<file path="config.mk">
export PLATFORM = sky130hd
export DESIGN_NAME = dpram_block_mover
export DESIGN_NICKNAME = d
export VERILOG_FILES = /design/src/rtl/zed64_mem_pkg.sv /design/src/rtl/dpram_addr_stepper.sv /design/src/rtl/dpram_block_mover.sv
export SDC_FILE = /design/constraint.sdc
export NUM_CORES = 1
export LEC_CHECK = 0
export BUFFER_PORTS_ARGS = -buffer_cell sky130_fd_sc_hd__buf_2
export CAP_MARGIN = 30
export CORE_ASPECT_RATIO = 1.75
export CORE_MARGIN = 10
export CORE_UTILIZATION = 50
export CTS_BUF_LIST = sky130_fd_sc_hd__clkbuf_8
export DETAILED_ROUTE_END_ITERATION = 8
export GPL_ROUTABILITY_DRIVEN = 0
export GPL_TIMING_DRIVEN = 0
export PLACE_DENSITY = 0.72
export SYNTH_ARGS = -nofsm -noshare
export SYNTH_HDL_FRONTEND = slang
export SYNTH_SLANG_ARGS = --single-unit
</file>
<file path="constraint.sdc">
create_clock -name clk -period 12.38 [get_ports clk]
set_input_delay 3.714 -clock clk [delete_from_list [all_inputs] [get_ports clk]]
set_output_delay 3.714 -clock clk [all_outputs]
set_load 0.005 [all_outputs]
</file>
<file path="src/rtl/zed64_mem_pkg.sv">
// Shared definitions for the 64 KiB x 8 dual-port RAM and its bus initiators.
package zed64_mem_pkg;

    localparam int MEM_ADDR_W = 16;
    localparam int MEM_DATA_W = 8;
    localparam int RAM_SIZE   = 65536;

    // Block mover sequencing: read phase, optional read-latency wait, write phase.
    typedef enum logic [2:0] {
        ST_IDLE,
        ST_RD,
        ST_RWAIT,
        ST_WR,
        ST_FIN
    } mover_state_t;

endpackage

</file>
<file path="src/rtl/dpram_addr_stepper.sv">
// Address pointer: loads a start address plus direction, then steps by one with
// natural wrap at the top/bottom of the address space.
module dpram_addr_stepper #(
    parameter int ADDR_W = 16
) (
    input  logic              clk,
    input  logic              reset,
    input  logic              i_load,
    input  logic [ADDR_W-1:0] i_load_val,
    input  logic              i_down,
    input  logic              i_step,
    output logic [ADDR_W-1:0] o_ptr,
    output logic [ADDR_W-1:0] o_ptr_next
);

    logic [ADDR_W-1:0] r_ptr;
    logic              r_down;

    // Modular +/-1; truncation to ADDR_W bits provides the wrap.
    assign o_ptr_next = r_down ? (r_ptr - ADDR_W'(1)) : (r_ptr + ADDR_W'(1));
    assign o_ptr      = r_ptr;

    // Pointer register: load wins over step; direction is fixed per transfer.
    always_ff @(posedge clk) begin
        if (reset) begin
            r_ptr  <= '0;
            r_down <= 1'b0;
        end else if (i_load) begin
            r_ptr  <= i_load_val;
            r_down <= i_down;
        end else if (i_step) begin
            r_ptr  <= o_ptr_next;
        end
    end

endmodule

</file>
<file path="src/rtl/dpram_block_mover.sv">
// Copy/fill engine for one port of the dual-port RAM. Overlapping copies run
// backward so the source is never overwritten before it is read.
module dpram_block_mover
    import zed64_mem_pkg::*;
#(
    parameter int ADDR_W = MEM_ADDR_W,
    parameter int DATA_W = MEM_DATA_W,
    parameter int RD_LAT = 1
) (
    input  logic              clk,
    input  logic              reset,
    input  logic              start,
    input  logic              abort,
    input  logic              fill_mode,
    input  logic [DATA_W-1:0] fill_value,
    input  logic [ADDR_W-1:0] src_addr,
    input  logic [ADDR_W-1:0] dst_addr,
    input  logic [ADDR_W:0]   length,
    output logic              busy,
    output logic              done,
    output logic [ADDR_W:0]   remaining,
    output logic [ADDR_W-1:0] mem_addr,
    output logic              mem_wena,
    output logic              mem_oe,
    output logic [DATA_W-1:0] mem_wdata,
    input  logic [DATA_W-1:0] mem_rdata
);

    localparam logic [1:0] LAT_C = 2'(RD_LAT);

    mover_state_t      r_state;
    logic              r_busy;
    logic              r_done;
    logic              r_mem_wena;
    logic              r_abort_seen;
    logic              r_fill;
    logic [1:0]        r_wait_cnt;
    logic [ADDR_W:0]   r_remaining;
    logic [ADDR_W-1:0] r_mem_addr;
    // Write data register also serves as the read hold register.
    logic [DATA_W-1:0] r_mem_wdata;

    logic              w_start;
    logic              w_backward;
    logic              w_stop;
    logic [ADDR_W-1:0] w_delta;
    logic [ADDR_W-1:0] w_len_m1;
    logic [ADDR_W-1:0] w_src_start;
    logic [ADDR_W-1:0] w_dst_start;
    logic [ADDR_W-1:0] w_src_ptr;
    logic [ADDR_W-1:0] w_src_next;
    logic [ADDR_W-1:0] w_dst_ptr;
    logic [ADDR_W-1:0] w_dst_next;
    logic [ADDR_W:0]   w_rem_next;

    assign w_start     = (r_state == ST_IDLE) && start;
    // Destination lies inside the source window ahead of src: copy from the top down.
    assign w_delta     = dst_addr - src_addr;
    assign w_backward  = !fill_mode && ({1'b0, w_delta} < length) && (dst_addr != src_addr);
    assign w_len_m1    = length[ADDR_W-1:0] - ADDR_W'(1);
    assign w_src_start = w_backward ? (src_addr + w_len_m1) : src_addr;
    assign w_dst_start = w_backward ? (dst_addr + w_len_m1) : dst_addr;
    assign w_rem_next  = r_remaining - (ADDR_W+1)'(1);
    assign w_stop      = (w_rem_next == '0) || r_abort_seen || abort;

    dpram_addr_stepper #(.ADDR_W(ADDR_W)) u_src_ptr (
        .clk        (clk),
        .reset      (reset),
        .i_load     (w_start),
        .i_load_val (w_src_start),
        .i_down     (w_backward),
        .i_step     (r_state == ST_WR),
        .o_ptr      (w_src_ptr),
        .o_ptr_next (w_src_next)
    );

    dpram_addr_stepper #(.ADDR_W(ADDR_W)) u_dst_ptr (
        .clk        (clk),
        .reset      (reset),
        .i_load     (w_start),
        .i_load_val (w_dst_start),
        .i_down     (w_backward),
        .i_step     (r_state == ST_WR),
        .o_ptr      (w_dst_ptr),
        .o_ptr_next (w_dst_next)
    );

    // Sequencer; bus outputs are registered so they line up with the state they belong to.
    always_ff @(posedge clk) begin
        if (reset) begin
            r_state      <= ST_IDLE;
            r_busy       <= 1'b0;
            r_done       <= 1'b0;
            r_mem_wena   <= 1'b0;
            r_abort_seen <= 1'b0;
            r_fill       <= 1'b0;
            r_wait_cnt   <= '0;
            r_remaining  <= '0;
            r_mem_addr   <= '0;
            r_mem_wdata  <= '0;
        end else begin
            r_done <= 1'b0;
            if (abort && (r_state != ST_IDLE)) begin
                r_abort_seen <= 1'b1;
            end
            case (r_state)
                ST_IDLE: begin
                    if (start) begin
                        r_remaining  <= length;
                        r_abort_seen <= 1'b0;
                        r_fill       <= fill_mode;
                        if (length == '0) begin
                            r_state <= ST_FIN;
                            r_done  <= 1'b1;
                        end else if (fill_mode) begin
                            r_state     <= ST_WR;
                            r_busy      <= 1'b1;
                            r_mem_addr  <= w_dst_start;
                            r_mem_wena  <= 1'b1;
                            r_mem_wdata <= fill_value;
                        end else begin
                            r_state    <= ST_RD;
                            r_busy     <= 1'b1;
                            r_mem_addr <= w_src_start;
                        end
                    end
                end
                ST_RD: begin
                    if (LAT_C == 2'd0) begin
                        r_mem_wdata <= mem_rdata;
                        r_state     <= ST_WR;
                        r_mem_addr  <= w_dst_ptr;
                        r_mem_wena  <= 1'b1;
                    end else begin
                        r_state    <= ST_RWAIT;
                        r_wait_cnt <= 2'd1;
                    end
                end
                ST_RWAIT: begin
                    if (r_wait_cnt == LAT_C) begin
                        r_mem_wdata <= mem_rdata;
                        r_state     <= ST_WR;
                        r_mem_addr  <= w_dst_ptr;
                        r_mem_wena  <= 1'b1;
                    end else begin
                        r_wait_cnt <= r_wait_cnt + 2'd1;
                    end
                end
                ST_WR: begin
                    r_remaining <= w_rem_next;
                    if (w_stop) begin
                        r_state    <= ST_FIN;
                        r_mem_wena <= 1'b0;
                        r_busy     <= 1'b0;
                        r_done     <= 1'b1;
                    end else if (r_fill) begin
                        r_mem_addr <= w_dst_next;
                    end else begin
                        r_state    <= ST_RD;
                        r_mem_wena <= 1'b0;
                        r_mem_addr <= w_src_next;
                    end
                end
                ST_FIN: begin
                    r_state <= ST_IDLE;
                end
                default: begin
                    r_state    <= ST_IDLE;
                    r_mem_wena <= 1'b0;
                    r_busy     <= 1'b0;
                end
            endcase
        end
    end

    assign busy      = r_busy;
    assign done      = r_done;
    assign remaining = r_remaining;
    assign mem_addr  = r_mem_addr;
    assign mem_wena  = r_mem_wena;
    assign mem_oe    = r_mem_wena;
    assign mem_wdata = r_mem_wdata;

endmodule
</file>
==> results by group <==
Run status
  – Status: complete, no violations

Global route
  – Total track usage: 0.266
  – Gr ovfl total: 0
  – Antenna violations before repair: 0
  – Vias in the first global route: 9535
  – First-pass GRT wire length: between 40000 and 50000 microns
  – Largest net degree at the start of global routing: 37

Worst hold path
  – WHS Endpoint: mem_addr[2]$_SDFFE_PP0P_
  – Hold path depth: 2
  – Min-Delay Path Class: reg -> reg
  – Min-delay src: mem_addr[2]$_SDFFE_PP0P_

Floorplan
  – Rows: 63
  – Initial cell density of the core: 0.510
  – Die Ht: 194 microns
  – DIE WIDTH: between 100 and 150 microns
  – CORE AREA: ~17000 sq um
  – DIE AREA: 23200 sq um
  – IO Pins: 115

Route
  – Drt first pass iters: 8
  – Final ANT Viol Nets: 0
  – Vias per std cell: around 6.3
  – Initial DRC count: 665
  – Via Count: 9517
  – WL final: 31900 microns
  – DR WL/cell: roughly 21 microns
  – # DRC: 0

CTS
  – Worst-path clk slew: 0.09 ns
  – Post-cts resize count: 0
  – Clock Sinks: 84
  – H-tree lvl count: 3
  – CTS tree: done
  – Post-CTS Setup Inserts: 0
  – Clock tree buffer depth: 2
  – Root buf cell: clkbuf_8
  – Cts bufs inserted: 9
  – Worst-Skew Late Latency: 0.40 ns
  – Post-CTS Hold Fix Bufs: 0

Timing
  – Tmin final: 9.02 ns
  – Worst Max-Slew Pin Slew: 0.934 ns
  – Clock skew: 0.0188 ns
  – Final worst path period share: 0.729
  – Slew Limit Fails: 0
  – Final worst setup slack: between 3 and 4 ns
  – Final setup viols: 0
  – Final Hold Vio Count: 0
  – Setup TNS: 0 ns
  – RSZ-0062 raised after global routing: no
  – Slew headroom: 0.377
  – Max frequency: 111 MHz

Yosys
  – Asr flop ratio synth: 0
  – Seq/Total Area, Yosys: 0.194
  – Top-area cell type share of the netlist area: 0.194
  – Main flop type after synthesis: dfxtp_1
  – Synthesized cell area: 8650 sq um
  – Synth warn: 0
  – Syn Nets: between 1000 and 1500
  – Syn Area/Cell: 7.44 sq um
  – Cell taking the most area after synthesis: dfxtp_1
  – Synth cell types: 74
  – Top cells by count, synth: nor2_1 (144), nand2_1 (102), a21oi_1 (97)
  – Most common cell in the synthesized netlist: nor2_1
  – Seq cells post-synth: between 80 and 90
  – Post-synth EDFFs: 0
  – Cells taking the most area after synthesis: dfxtp_1 (19%), ha_1 (13%), nor2_1 (6.3%), a21oi_1 (5.6%), nand2_1 (4.4%)
  – Post-Syn Instances: 1163

Power
  – Sw frac: 0.485
  – Final Power: 1550 uW
  – Int Pwr: 800 uW
  – Max IR drop VDD: 0.0000882 V
  – Combinational Power Share: 0.585
  – Switching power: 753 uW
  – Clock Power Share: 0.151
  – Power Density: around 160 nW/um^2
  – Share of power burned in registers: 0.263
  – P_leak: 0.00445 uW

Finish
  – Share of post-route cells with drive strength above 1: 0.125
  – Utilization after layout: 0.575
  – Layout Area Growth over Synthesis: 12.6%
  – Final instance count without filler cells: approximately 1500
  – Antenna cells: 0
  – Nets: 1456
  – Area occupied by multi-input gates: approximately 6500 sq um
  – Fillers: 1696
  – Sequential Area: between 1500 and 2000 sq um

Worst setup path
  – Startpoint Class: primary input
  – R2R setup slack: 8.31 ns
  – Critical Path RT: 12.64 ns
  – Worst-path fanout max: 10
  – CP Capture Type: flop
  – Arrival @ worst endpoint: 9.28 ns
  – FF-to-FF Start: u_src_ptr.r_down$_SDFFE_PP0P_
  – CP Class: in -> reg
  – Critical R2R Capture: mem_addr[14]$_SDFFE_PP0P_
  – R2R depth: 11

Placed design
  – Placement Setup Slack: 3.00 ns
  – Post-DP HPWL: 25900 microns
  – PortBufs: ~110
  – Placed insts: between 1500 and 2000

Flow run
  – Maxcap violations: 0
-- stage by stage --
step	hold slack (ns)	cell area, sq um
3_3_place_gp	0.447	9500
6_report	0.468	9740
4_1_cts	0.467	9740
2_1_floorplan	0.453	8650
5_1_grt	0.489	9740
3_5_place_dp	0.454	9520
-- layout make-up --
class                      count  share of cell area
tap                          227              0.0292
timing repair buffer         115              0.0602
clock buffer                   9              0.0127
inverter                      64              0.0247
multi-input combinational    965               0.670
buffer                        50              0.0205
sequential                    84               0.173
clock inverter                 7              0.0100
-- how the worst max path moves through the flow --
stage	start	to	slack, ns
global route	src_addr[1]	mem_addr[2]$_SDFFE_PP0P_	2.96
finish	src_addr[1]	mem_addr[2]$_SDFFE_PP0P_	3.36
floorplan	src_addr[2]	mem_addr[11]$_SDFFE_PP0P_	4.30
CTS	src_addr[1]	mem_addr[2]$_SDFFE_PP0P_	3.39
global placement	src_addr[1]	mem_addr[2]$_SDFFE_PP0P_	2.75
detailed placement	src_addr[1]	mem_addr[2]$_SDFFE_PP0P_	3.00
-- power groups by stage --
stage	registers (uW)	logic (uW)	clock network, uW
after floorplan	403	605	0
after global routing	417	999	244
after CTS	406	894	233
after detailed placement	413	888	0
after global placement	409	875	0
final	409	909	235
-- critical path, stage by stage --
cell	delay [ns]
buf_2	0.15
inv_1	0.06
ha_1	0.29
nor2b_1	0.12
o21ai_0	0.22
a21boi_0	0.15
o21ai_0	0.32
a21boi_0	0.18
o21ai_0	0.27
nand2_1	0.13
a21o_1	0.19
a21oi_1	0.18
xnor2_1	0.14
ha_1	0.26
and3_1	0.18
a221o_1	0.30
o2bb2ai_2	0.14
a311oi_4	0.41
nor2_2	0.18
buf_2	0.23
buf_2	0.23
a21oi_1	0.33
nor2_1	0.06
o311ai_0	0.42
clkdlybuf4s15_2	0.34
a21oi_1	0.08
-- registers in the layout (all words and copies together) (netlist names) --
| signal | cells |
|---|---|
| remaining | 17 |
| mem_addr | 16 |
| u_dst_ptr.o_ptr | 16 |
| u_src_ptr.o_ptr | 16 |
| mem_wdata | 8 |
| r_state | 3 |
| r_wait_cnt | 2 |
| busy | 1 |
| done | 1 |
| mem_oe | 1 |
| r_abort_seen | 1 |
| r_fill | 1 |
| u_src_ptr.r_down | 1 |
-- cells by family (layout without fill, tap and decap cells) --
| group | count (synthesis) | count (layout) | synth area share |
|---|---|---|---|
| adders and majority gates | 97 | 97 | 0.145 |
| muxes | 25 | 25 | 0.0302 |
| xor gates and xnor gates | 77 | 77 | 0.0780 |
| AOI/OAI and AO/OA | 379 | 379 | 0.295 |
| and+or+nand+nor | 387 | 387 | 0.207 |
| buffers and inverters | 114 | 245 | 0.0509 |
| DFF | 84 | 84 | 0.194 |
-- metal layers --
layer / GRT usage / vias up / part of all wire
met1: 0.259 / 4399 / 0.35
met3: 0.0452 / 143 / 0.060
met5: 0 / - / 0
met4: 0.226 / 0 / 0.091
li1: - / 4547 / -
met2: 0.474 / 428 / 0.50
-- placed cells by master (no fill, tap or decap), types with 10 or more instances in the layout --
| cell | instances |
|---|---|
| nor2_1 | 144 |
| buf_2 | 120 |
| nand2_1 | 102 |
| a21oi_1 | 97 |
| ha_1 | 92 |
| dfxtp_1 | 83 |
| o21ai_0 | 71 |
| inv_1 | 61 |
| xnor2_1 | 43 |
| clkbuf_1 | 41 |
| nor3_1 | 36 |
| xor2_1 | 34 |
| a21o_1 | 30 |
| nand3_1 | 22 |
| a211oi_1 | 22 |
| a221oi_1 | 20 |
| a31oi_1 | 17 |
| mux2i_1 | 16 |
| or3_1 | 14 |
| a22oi_1 | 14 |
| o21a_1 | 14 |
| a311oi_1 | 14 |
| o211ai_1 | 11 |
| nand2b_1 | 10 |
| o31ai_1 | 10 |
No activity file was read; power rests on OpenSTA's default activity.
